==> config.mk <==
export PLATFORM = sky130hd
export DESIGN_NAME = alu_cmp_seq_flat
export DESIGN_NICKNAME = d
export VERILOG_FILES = /design/src/rtl/alu_cmp_seq_if.sv /design/src/rtl/alu_cmp_seq.sv /design/src/flat_wrapper.sv
export SDC_FILE = /design/constraint.sdc
export NUM_CORES = 1
export LEC_CHECK = 0
export CORE_ASPECT_RATIO = 1.1
export CORE_MARGIN = 2
export CORE_UTILIZATION = 52
export DETAILED_ROUTE_END_ITERATION = 12
export PLACE_DENSITY = 0.85
export SETUP_SLACK_MARGIN = 0.2
export SLEW_MARGIN = 15
export SYNTH_ARGS = -nofsm -noshare
export SYNTH_HDL_FRONTEND = slang
export SYNTH_SLANG_ARGS = --single-unit
==> constraint.sdc <==
create_clock -name clk -period 8 [get_ports clk]
set_input_delay 1.2 -clock clk [delete_from_list [all_inputs] [get_ports clk]]
set_output_delay 1.2 -clock clk [all_outputs]
set_load 0.03 [all_outputs]
==> src/rtl/alu_cmp_seq_if.sv <==
// Handshake and operand/result bundle for the sliced compare engine.
// The issue side drives operands and consumes results as master.
interface alu_cmp_seq_if #(
  parameter int W = 32
);
  logic         in_valid;
  logic         in_ready;
  logic [W-1:0] a;
  logic [W-1:0] b;
  logic [1:0]   cfn;
  logic         out_valid;
  logic         out_ready;
  logic [W-1:0] y;
  logic         z;
  logic         n;
  logic         v;

  modport master (
    output in_valid, a, b, cfn, out_ready,
    input  in_ready, out_valid, y, z, n, v
  );

  modport slave (
    input  in_valid, a, b, cfn, out_ready,
    output in_ready, out_valid, y, z, n, v
  );
endinterface

==> src/rtl/alu_cmp_seq.sv <==
// Multi-cycle signed compare for the Beta CMPxx ops: a-b on a narrow subtractor,
// LSB slice first, with Z/N/V accumulated and reduced through the cfn select.
module alu_cmp_seq #(
  parameter int W       = 32,
  parameter int SLICE_W = 8
) (
  input  logic         clk,
  input  logic         reset,
  input  logic         flush,
  alu_cmp_seq_if.slave bus
);

  localparam int NSLICE = W / SLICE_W;
  localparam int IDX_W  = (NSLICE > 1) ? $clog2(NSLICE) : 1;

  typedef enum logic [1:0] {
    IDLE = 2'd0,
    RUN  = 2'd1,
    DONE = 2'd2
  } state_t;

  state_t             state;
  logic [W-1:0]       a_sh;
  logic [W-1:0]       b_sh;
  logic               a_msb;
  logic               b_msb;
  logic [1:0]         cfn_r;
  logic               carry;
  logic               zacc;
  logic [IDX_W-1:0]   idx;
  logic               in_ready_q;
  logic               out_valid_q;
  logic [W-1:0]       y_q;
  logic               z_q;
  logic               n_q;
  logic               v_q;

  logic [SLICE_W:0]   sum;
  logic               z_final;
  logic               d_msb;
  logic               v_final;
  logic               cmp;
  logic               last;

  // Operands are shifted right each cycle so the subtractor always sees the low slice;
  // the signs are kept separately for the overflow term.
  always_comb begin
    sum     = {1'b0, a_sh[SLICE_W-1:0]} + {1'b0, ~b_sh[SLICE_W-1:0]}
            + {{SLICE_W{1'b0}}, carry};
    z_final = zacc & (sum[SLICE_W-1:0] == '0);
    d_msb   = sum[SLICE_W-1];
    v_final = (a_msb != b_msb) & (d_msb != a_msb);
    last    = (idx == IDX_W'(NSLICE - 1));
    case (cfn_r)
      2'b01:   cmp = z_final;
      2'b10:   cmp = d_msb ^ v_final;
      2'b11:   cmp = z_final | (d_msb ^ v_final);
      default: cmp = 1'b0;
    endcase
  end

  always_ff @(posedge clk) begin
    if (reset) begin
      state       <= IDLE;
      a_sh        <= '0;
      b_sh        <= '0;
      a_msb       <= 1'b0;
      b_msb       <= 1'b0;
      cfn_r       <= 2'b00;
      carry       <= 1'b1;
      zacc        <= 1'b1;
      idx         <= '0;
      in_ready_q  <= 1'b1;
      out_valid_q <= 1'b0;
      y_q         <= '0;
      z_q         <= 1'b0;
      n_q         <= 1'b0;
      v_q         <= 1'b0;
    end else if (flush) begin
      // Result registers are left untouched; out_valid gates their use.
      state       <= IDLE;
      idx         <= '0;
      in_ready_q  <= 1'b1;
      out_valid_q <= 1'b0;
    end else begin
      case (state)
        IDLE: begin
          if (bus.in_valid) begin
            a_sh       <= bus.a;
            b_sh       <= bus.b;
            a_msb      <= bus.a[W-1];
            b_msb      <= bus.b[W-1];
            cfn_r      <= bus.cfn;
            carry      <= 1'b1;
            zacc       <= 1'b1;
            idx        <= '0;
            in_ready_q <= 1'b0;
            state      <= RUN;
          end
        end
        RUN: begin
          carry <= sum[SLICE_W];
          zacc  <= z_final;
          idx   <= idx + 1'b1;
          a_sh  <= a_sh >> SLICE_W;
          b_sh  <= b_sh >> SLICE_W;
          if (last) begin
            n_q         <= d_msb;
            z_q         <= z_final;
            v_q         <= v_final;
            y_q         <= {{(W-1){1'b0}}, cmp};
            idx         <= '0;
            out_valid_q <= 1'b1;
            state       <= DONE;
          end
        end
        DONE: begin
          if (bus.out_ready) begin
            out_valid_q <= 1'b0;
            in_ready_q  <= 1'b1;
            state       <= IDLE;
          end
        end
        default: begin
          state       <= IDLE;
          in_ready_q  <= 1'b1;
          out_valid_q <= 1'b0;
        end
      endcase
    end
  end

  assign bus.in_ready  = in_ready_q;
  assign bus.out_valid = out_valid_q;
  assign bus.y         = y_q;
  assign bus.z         = z_q;
  assign bus.n         = n_q;
  assign bus.v         = v_q;

endmodule

==> src/flat_wrapper.sv <==
// flat-port wrapper written by rule: the top's interface ports become plain ports
module alu_cmp_seq_flat 
#(
  parameter int W       = 32,
  parameter int SLICE_W = 8
)
  (clk, reset, flush, bus_in_valid, bus_a, bus_b, bus_cfn, bus_out_ready, bus_in_ready, bus_out_valid, bus_y, bus_z, bus_n, bus_v);
  alu_cmp_seq_if #(.W(W)) bus_i ();
  input  logic clk;
  input  logic reset;
  input  logic flush;
  input wire logic [$bits(bus_i.in_valid)-1:0] bus_in_valid;
  input wire logic [$bits(bus_i.a)-1:0] bus_a;
  input wire logic [$bits(bus_i.b)-1:0] bus_b;
  input wire logic [$bits(bus_i.cfn)-1:0] bus_cfn;
  input wire logic [$bits(bus_i.out_ready)-1:0] bus_out_ready;
  output wire logic [$bits(bus_i.in_ready)-1:0] bus_in_ready;
  output wire logic [$bits(bus_i.out_valid)-1:0] bus_out_valid;
  output wire logic [$bits(bus_i.y)-1:0] bus_y;
  output wire logic [$bits(bus_i.z)-1:0] bus_z;
  output wire logic [$bits(bus_i.n)-1:0] bus_n;
  output wire logic [$bits(bus_i.v)-1:0] bus_v;
  assign bus_i.in_valid = bus_in_valid;
  assign bus_i.a = bus_a;
  assign bus_i.b = bus_b;
  assign bus_i.cfn = bus_cfn;
  assign bus_i.out_ready = bus_out_ready;
  assign bus_in_ready = bus_i.in_ready;
  assign bus_out_valid = bus_i.out_valid;
  assign bus_y = bus_i.y;
  assign bus_z = bus_i.z;
  assign bus_n = bus_i.n;
  assign bus_v = bus_i.v;
  alu_cmp_seq #(.W(W), .SLICE_W(SLICE_W)) u_core (.clk(clk), .reset(reset), .flush(flush), .bus(bus_i));
endmodule
Word level (Yosys, flattened, before mapping)
Index checks and enable logic that the tools add are counted.
{"block": "totals", "ff_bits": 80, "input_bits": 71, "word_cells": 69}
{"block": "classes", "addsub": 3, "n_eq_ne": 11, "n_mux": 21, "n_bitwise": 8, "reduce_logical": 11}
{"operator": "$pmux W32 S2", "count": 2}
{"operator": "$mux W32", "count": 2}
{"operator": "$reduce_and A3 Y1", "count": 6}
{"operator": "$mux W2", "count": 5}
{"operator": "$add A8 B8 Y9", "count": 1}
{"operator": "$add A9 B1 Y9", "count": 1}
{"operator": "$pmux W1 S3", "count": 3}
{"operator": "$eq A2 B2 Y1 const B", "count": 4}
{"operator": "$logic_not A8 Y1", "count": 1}
{"operator": "$not A8 Y8", "count": 1}
{"operator": "$pmux W2 S3", "count": 1}
{"operator": "$mux W1", "count": 5}
{"operator": "$eq A2 B1 Y1 const B", "count": 2}
{"operator": "$ne A2 B2 Y1 const B", "count": 2}
{"operator": "$pmux W1 S2", "count": 2}
{"operator": "$pmux W2 S2", "count": 1}
{"operator": "$not A1 Y1", "count": 3}
{"operator": "$add A2 B1 Y2 const B", "count": 1}
{"operator": "$and A1 B1 Y1", "count": 2}
{"operator": "$logic_not A2 Y1", "count": 1}
{"operator": "$ne A1 B1 Y1", "count": 2}
{"operator": "$ne A2 B1 Y1 const B", "count": 1}
{"operator": "$reduce_and A2 Y1", "count": 1}
{"operator": "$reduce_bool A2 Y1", "count": 1}
{"operator": "3 further kinds", "count": 3}

Longest topological paths before layout
{"block": "depth", "depth_word": 8, "ltp_mapped": 9}

Worst setup path after synthesis
No wires, ideal clock.
{"block": "synth_path", "path_kind": "reg2reg", "start": "register u_core.carry", "end": "register u_core.y_q[0], in the netlist u_core.bus.y[0]", "setup_ns": 0.057, "arrival_ns": 2.493, "slack_ns": 5.449, "path_stages_with_launch": 10, "n_path_buf": 0, "synth_period_minus_slack_ns": 2.551, "cell_sequence": "dfxtp_1 -> inv_1 -> fa_1 -> fa_1 -> nand2b_1 -> a21oi_1 -> mux2i_1 -> or4_1 -> nor4b_1 -> a21o_1"}
{"block": "synth_between", "elab_chain_cells": 6}
{"element": "start, declared", "line": "alu_cmp_seq.sv:28", "text": "logic carry;"}
{"element": "start signal, assigned", "line": "alu_cmp_seq.sv:102", "text": "carry <= sum[SLICE_W];"}
{"element": "$add A9 B1 Y9 (*)", "line": "alu_cmp_seq.sv:49", "text": "+ {{SLICE_W{1'b0}}, carry};"}
{"element": "$ne A1 B1 Y1", "line": "alu_cmp_seq.sv:52", "text": "v_final = (a_msb != b_msb) & (d_msb != a_msb);"}
{"element": "$and A1 B1 Y1", "line": "alu_cmp_seq.sv:52"}
{"element": "$xor A1 B1 Y1", "line": "alu_cmp_seq.sv:56, alu_cmp_seq.sv:57"}
{"element": "$or A1 B1 Y1", "line": "alu_cmp_seq.sv:57", "text": "2'b11: cmp = z_final | (d_msb ^ v_final);"}
{"element": "$pmux W1 S3 (*)", "line": "alu_cmp_seq.sv:54", "text": "case (cfn_r)"}
{"element": "end signal, assigned", "line": "alu_cmp_seq.sv:111", "text": "y_q <= {{(W-1){1'b0}}, cmp};"}
{"element": "end, declared", "line": "alu_cmp_seq.sv:33", "text": "logic [W-1:0] y_q;"}
Every way passes the cells marked *; elsewhere a longest branch is shown, timed or not.
A chain may end at the register's enable or synchronous reset.

Worst setup path in the final report
{"block": "layout_path", "start": "input flush", "end": "register u_core.a_sh[22]"}
{"block": "layout_between", "elab_chain_cells": 2}
{"element": "start, declared", "line": "flat_wrapper.sv:11", "text": "input logic flush;"}
{"element": "$not A1 Y1 (no source line)"}
{"element": "$reduce_and A3 Y1 (no source line)"}
{"element": "end signal, assigned", "line": "alu_cmp_seq.sv:89", "text": "a_sh <= bus.a;"}
{"element": "end signal, assigned", "line": "alu_cmp_seq.sv:105", "text": "a_sh <= a_sh >> SLICE_W;"}
{"element": "end, declared", "line": "alu_cmp_seq.sv:23", "text": "logic [W-1:0] a_sh;"}
Every way passes these cells.

==> metrics.txt <==
Slew @ Worst Pin=1.05 ns; final period utilization=between 30% and 40%; Via Count=3524; CP max FO=113; core area=7430 µm²; Req. time, crit path=8.24 ns; Routability Congestion=0.826; Post-synth EDFFs=0; row cnt=33; total routing usage reported by global routing=a little over a fifth; antenna violations before repair=0; Arr. time, crit path=roughly 3.1 ns; clk buf depth=2; Synth Area per Inst=7.73 µm²; Synth cell types=42; hpwl dp=about 5700 µm; Starting Density=53.2%; fin nets=643; later-pin clock latency in the skew report=0.35 ns; Gate Count Post-Synth=511; post-cts resize count=0; Total Wirelength=~8400 µm; share of cells above drive strength 1=4.94%; average wire per standard cell=12.8 µm; maximum VDD drop=0.111 mV; Inserted Clock Buffers=9; max cap viols=0; register area share after synthesis=40.5%; CTS tree=done; Area after DPL=4580 µm²; startpoint types=primary input; status=finished clean; Setup Fix Bufs, Post-CTS=0; die width=a little under 90 µm; H-tree levels=3; Final Setup Violations=0; Yosys reg bits=80; IO Pins=approximately 110; Syn. warnings=0; GRT Residual Overflow=0; port bufs=76; Worst Skew=0.0107 ns; CTS root buf=clkbuf_8; PwrDens=192 nW/µm²; Die ar.=8320 µm²; ANT cells=0; Final Max Tran Viols=0; Design Area, Final=about 4800 µm²; Iteration-0 DRC Markers=184; Fmax=0.346 GHz; # clock sinks=80; Die Ht=95.4 µm; router iterations before antenna repair=5; drt drc=0; Seq. cell area=1600 µm²; largest net degree at the start of global routing=114; Clock transition at path regs=0.08 ns; number of global-route vias before repair=3113; Final Hold Viols=0; Setup CP Type=in2reg; Pleak=1.85 nW; hold-fix buffers at CTS=0; mapped cell area=around 4000 µm²; detail-routed via count per cell=5.39; HP Class=reg2reg; Multi-input gate area=2040 µm²; setup_tns=0 ns; Async SR Flop Fraction=0%; unrepaired setup endpoints after global routing=no; top_reg_cell synth=dfxtp_1; post-route ant nets=0; clock period minus worst slack=2.89 ns; Critical Path Sink Type=register; area grow syn2layout=21.1%; first-pass GRT wire length=between 10000 and 15000 µm; slew margin rel.=around 30%; Layout fillers=about 650
==> flip-flops by register name, summed over array words and instances, names as in the netlist <==
signal,cells
u_core.a_msb,1
u_core.a_sh,32
u_core.b_msb,1
u_core.b_sh,32
u_core.bus.in_ready,1
u_core.bus.n,1
u_core.bus.out_valid,1
u_core.bus.v,1
u_core.bus.y,1
u_core.bus.z,1
u_core.carry,1
u_core.cfn_r,2
u_core.idx,2
u_core.state,2
u_core.zacc,1
==> stage by stage <==
| stage | cells | hold slack [ns] | total power, mW | setup WS, ns | util [%] |
|---|---|---|---|---|---|
| 2_1_floorplan | 541 | 0.432 | 0.580 | 5.45 | - |
| 3_3_place_gp | 638 | 0.440 | 0.621 | 4.87 | 61.7 |
| 3_5_place_dp | 638 | 0.445 | 0.627 | 4.78 | 61.7 |
| 4_1_cts | 654 | 0.456 | 0.926 | 5.12 | 64.4 |
| 5_1_grt | 654 | 0.473 | 0.965 | 4.90 | 64.4 |
| 6_report | 654 | 0.453 | 0.919 | 5.11 | 64.4 |
==> final cells by class <==
type | instances | share of cell area, %
clock inverter | 6 | 1.38
inverter | 16 | 1.25
tap | 87 | 2.27
clock buffer | 10 | 2.87
timing repair buffer | 79 | 16.3
multi-input combinational | 376 | 42.5
sequential | 80 | 33.4
==> cells by family (layout without fill, tap and decap cells) <==
kind of cell               after synthesis  in the layout  share of synthesized area (%)
xor gates and xnor gates                 3              3                          0.665
DFF                                     80             80                           40.5
and+or+nand+nor                        227            227                           24.2
other                                    1             31                         0.0949
buffers and inverters                   85            111                           11.2
muxes                                    2              2                          0.507
adders and majority gates               10             10                           3.55
AOI/OAI and AO/OA                      103            103                           19.2
==> final timing paths <==
path                                 startpoint               to  slack [ns]  depth (start not counted)
worst max register to register     u_core.carry  u_core.bus.y[0]        5.15                          9
worst max-delay path                      flush  u_core.a_sh[22]        5.11                          5
worst min register to register  u_core.b_sh[25]  u_core.b_sh[25]        0.45                          2
worst min-delay path            u_core.b_sh[25]  u_core.b_sh[25]        0.45                          2
==> routing by layer <==
layer / wire length (µm) / vias to the layer above / GRT usage [%]
met2: 4130 / 113 / 35.5
met1: 3620 / 1592 / 25.4
li1: - / 1804 / -
met4: 184 / 0 / 8.33
met3: 447 / 15 / 4.68
met5: 0 / - / 0
==> where the power goes <==
| part | switching [mW] | internal [mW] |
|---|---|---|
| Combinational | 0.104 | 0.0791 |
| Clock | 0.145 | 0.154 |
| Sequential | 0.0140 | 0.423 |
==> cells in the final DEF (no fill, tap or decap), types with 2 or more instances in the layout <==
master | netlist | layout
a211oi_1 | 4 | 4
a21o_1 | 4 | 4
a21oi_1 | 28 | 28
a311oi_1 | 49 | 49
a31oi_1 | 3 | 3
buf_4 | 31 | 3
clkbuf_8 | 0 | 10
clkdlybuf4s50_1 | 0 | 75
clkinv_2 | 0 | 2
clkinv_4 | 0 | 2
conb_1 | 1 | 31
dfxtp_1 | 80 | 80
fa_1 | 2 | 2
ha_1 | 8 | 8
inv_1 | 16 | 16
mux2i_1 | 2 | 2
nand2_1 | 124 | 124
nand2b_1 | 4 | 3
nand3_1 | 17 | 17
nand3b_1 | 3 | 3
nor2_1 | 59 | 59
nor3_1 | 3 | 2
nor3b_1 | 3 | 3
o21a_1 | 2 | 2
o21ai_0 | 4 | 4
o21bai_1 | 2 | 2
or2_2 | 2 | 2
or3_1 | 4 | 4
xnor2_1 | 2 | 2
==> critical path, stage by stage <==
cell	delay, ns
clkdlybuf4s50_1	0.50
nor3_2	0.20
buf_4	0.79
nor2_1	0.10
a311oi_1	0.31
==> cell usage after synthesis, types with 2 or more instances <==
| cell | instances | share of area, % |
|---|---|---|
| nand2_1 | 124 | 12 |
| dfxtp_1 | 80 | 41 |
| nor2_1 | 59 | 5.6 |
| a311oi_1 | 49 | 11 |
| clkbuf_1 | 37 | 3.5 |
| buf_4 | 31 | 5.9 |
| a21oi_1 | 28 | 3.5 |
| nand3_1 | 17 | 2.2 |
| inv_1 | 16 | 1.5 |
| ha_1 | 8 | 2.5 |
| a211oi_1 | 4 | 0.76 |
| a21o_1 | 4 | 0.76 |
| nand2b_1 | 4 | 0.63 |
| o21ai_0 | 4 | 0.51 |
| or3_1 | 4 | 0.63 |
| a31oi_1 | 3 | 0.47 |
| nand3b_1 | 3 | 0.57 |
| nor3_1 | 3 | 0.38 |
| nor3b_1 | 3 | 0.57 |
| fa_1 | 2 | 1.0 |
| mux2i_1 | 2 | 0.51 |
| nor2b_1 | 2 | 0.32 |
| o21a_1 | 2 | 0.38 |
| o21bai_1 | 2 | 0.38 |
| or2_2 | 2 | 0.32 |
| xnor2_1 | 2 | 0.44 |
Note: power is estimated with default switching activity, not from simulation.
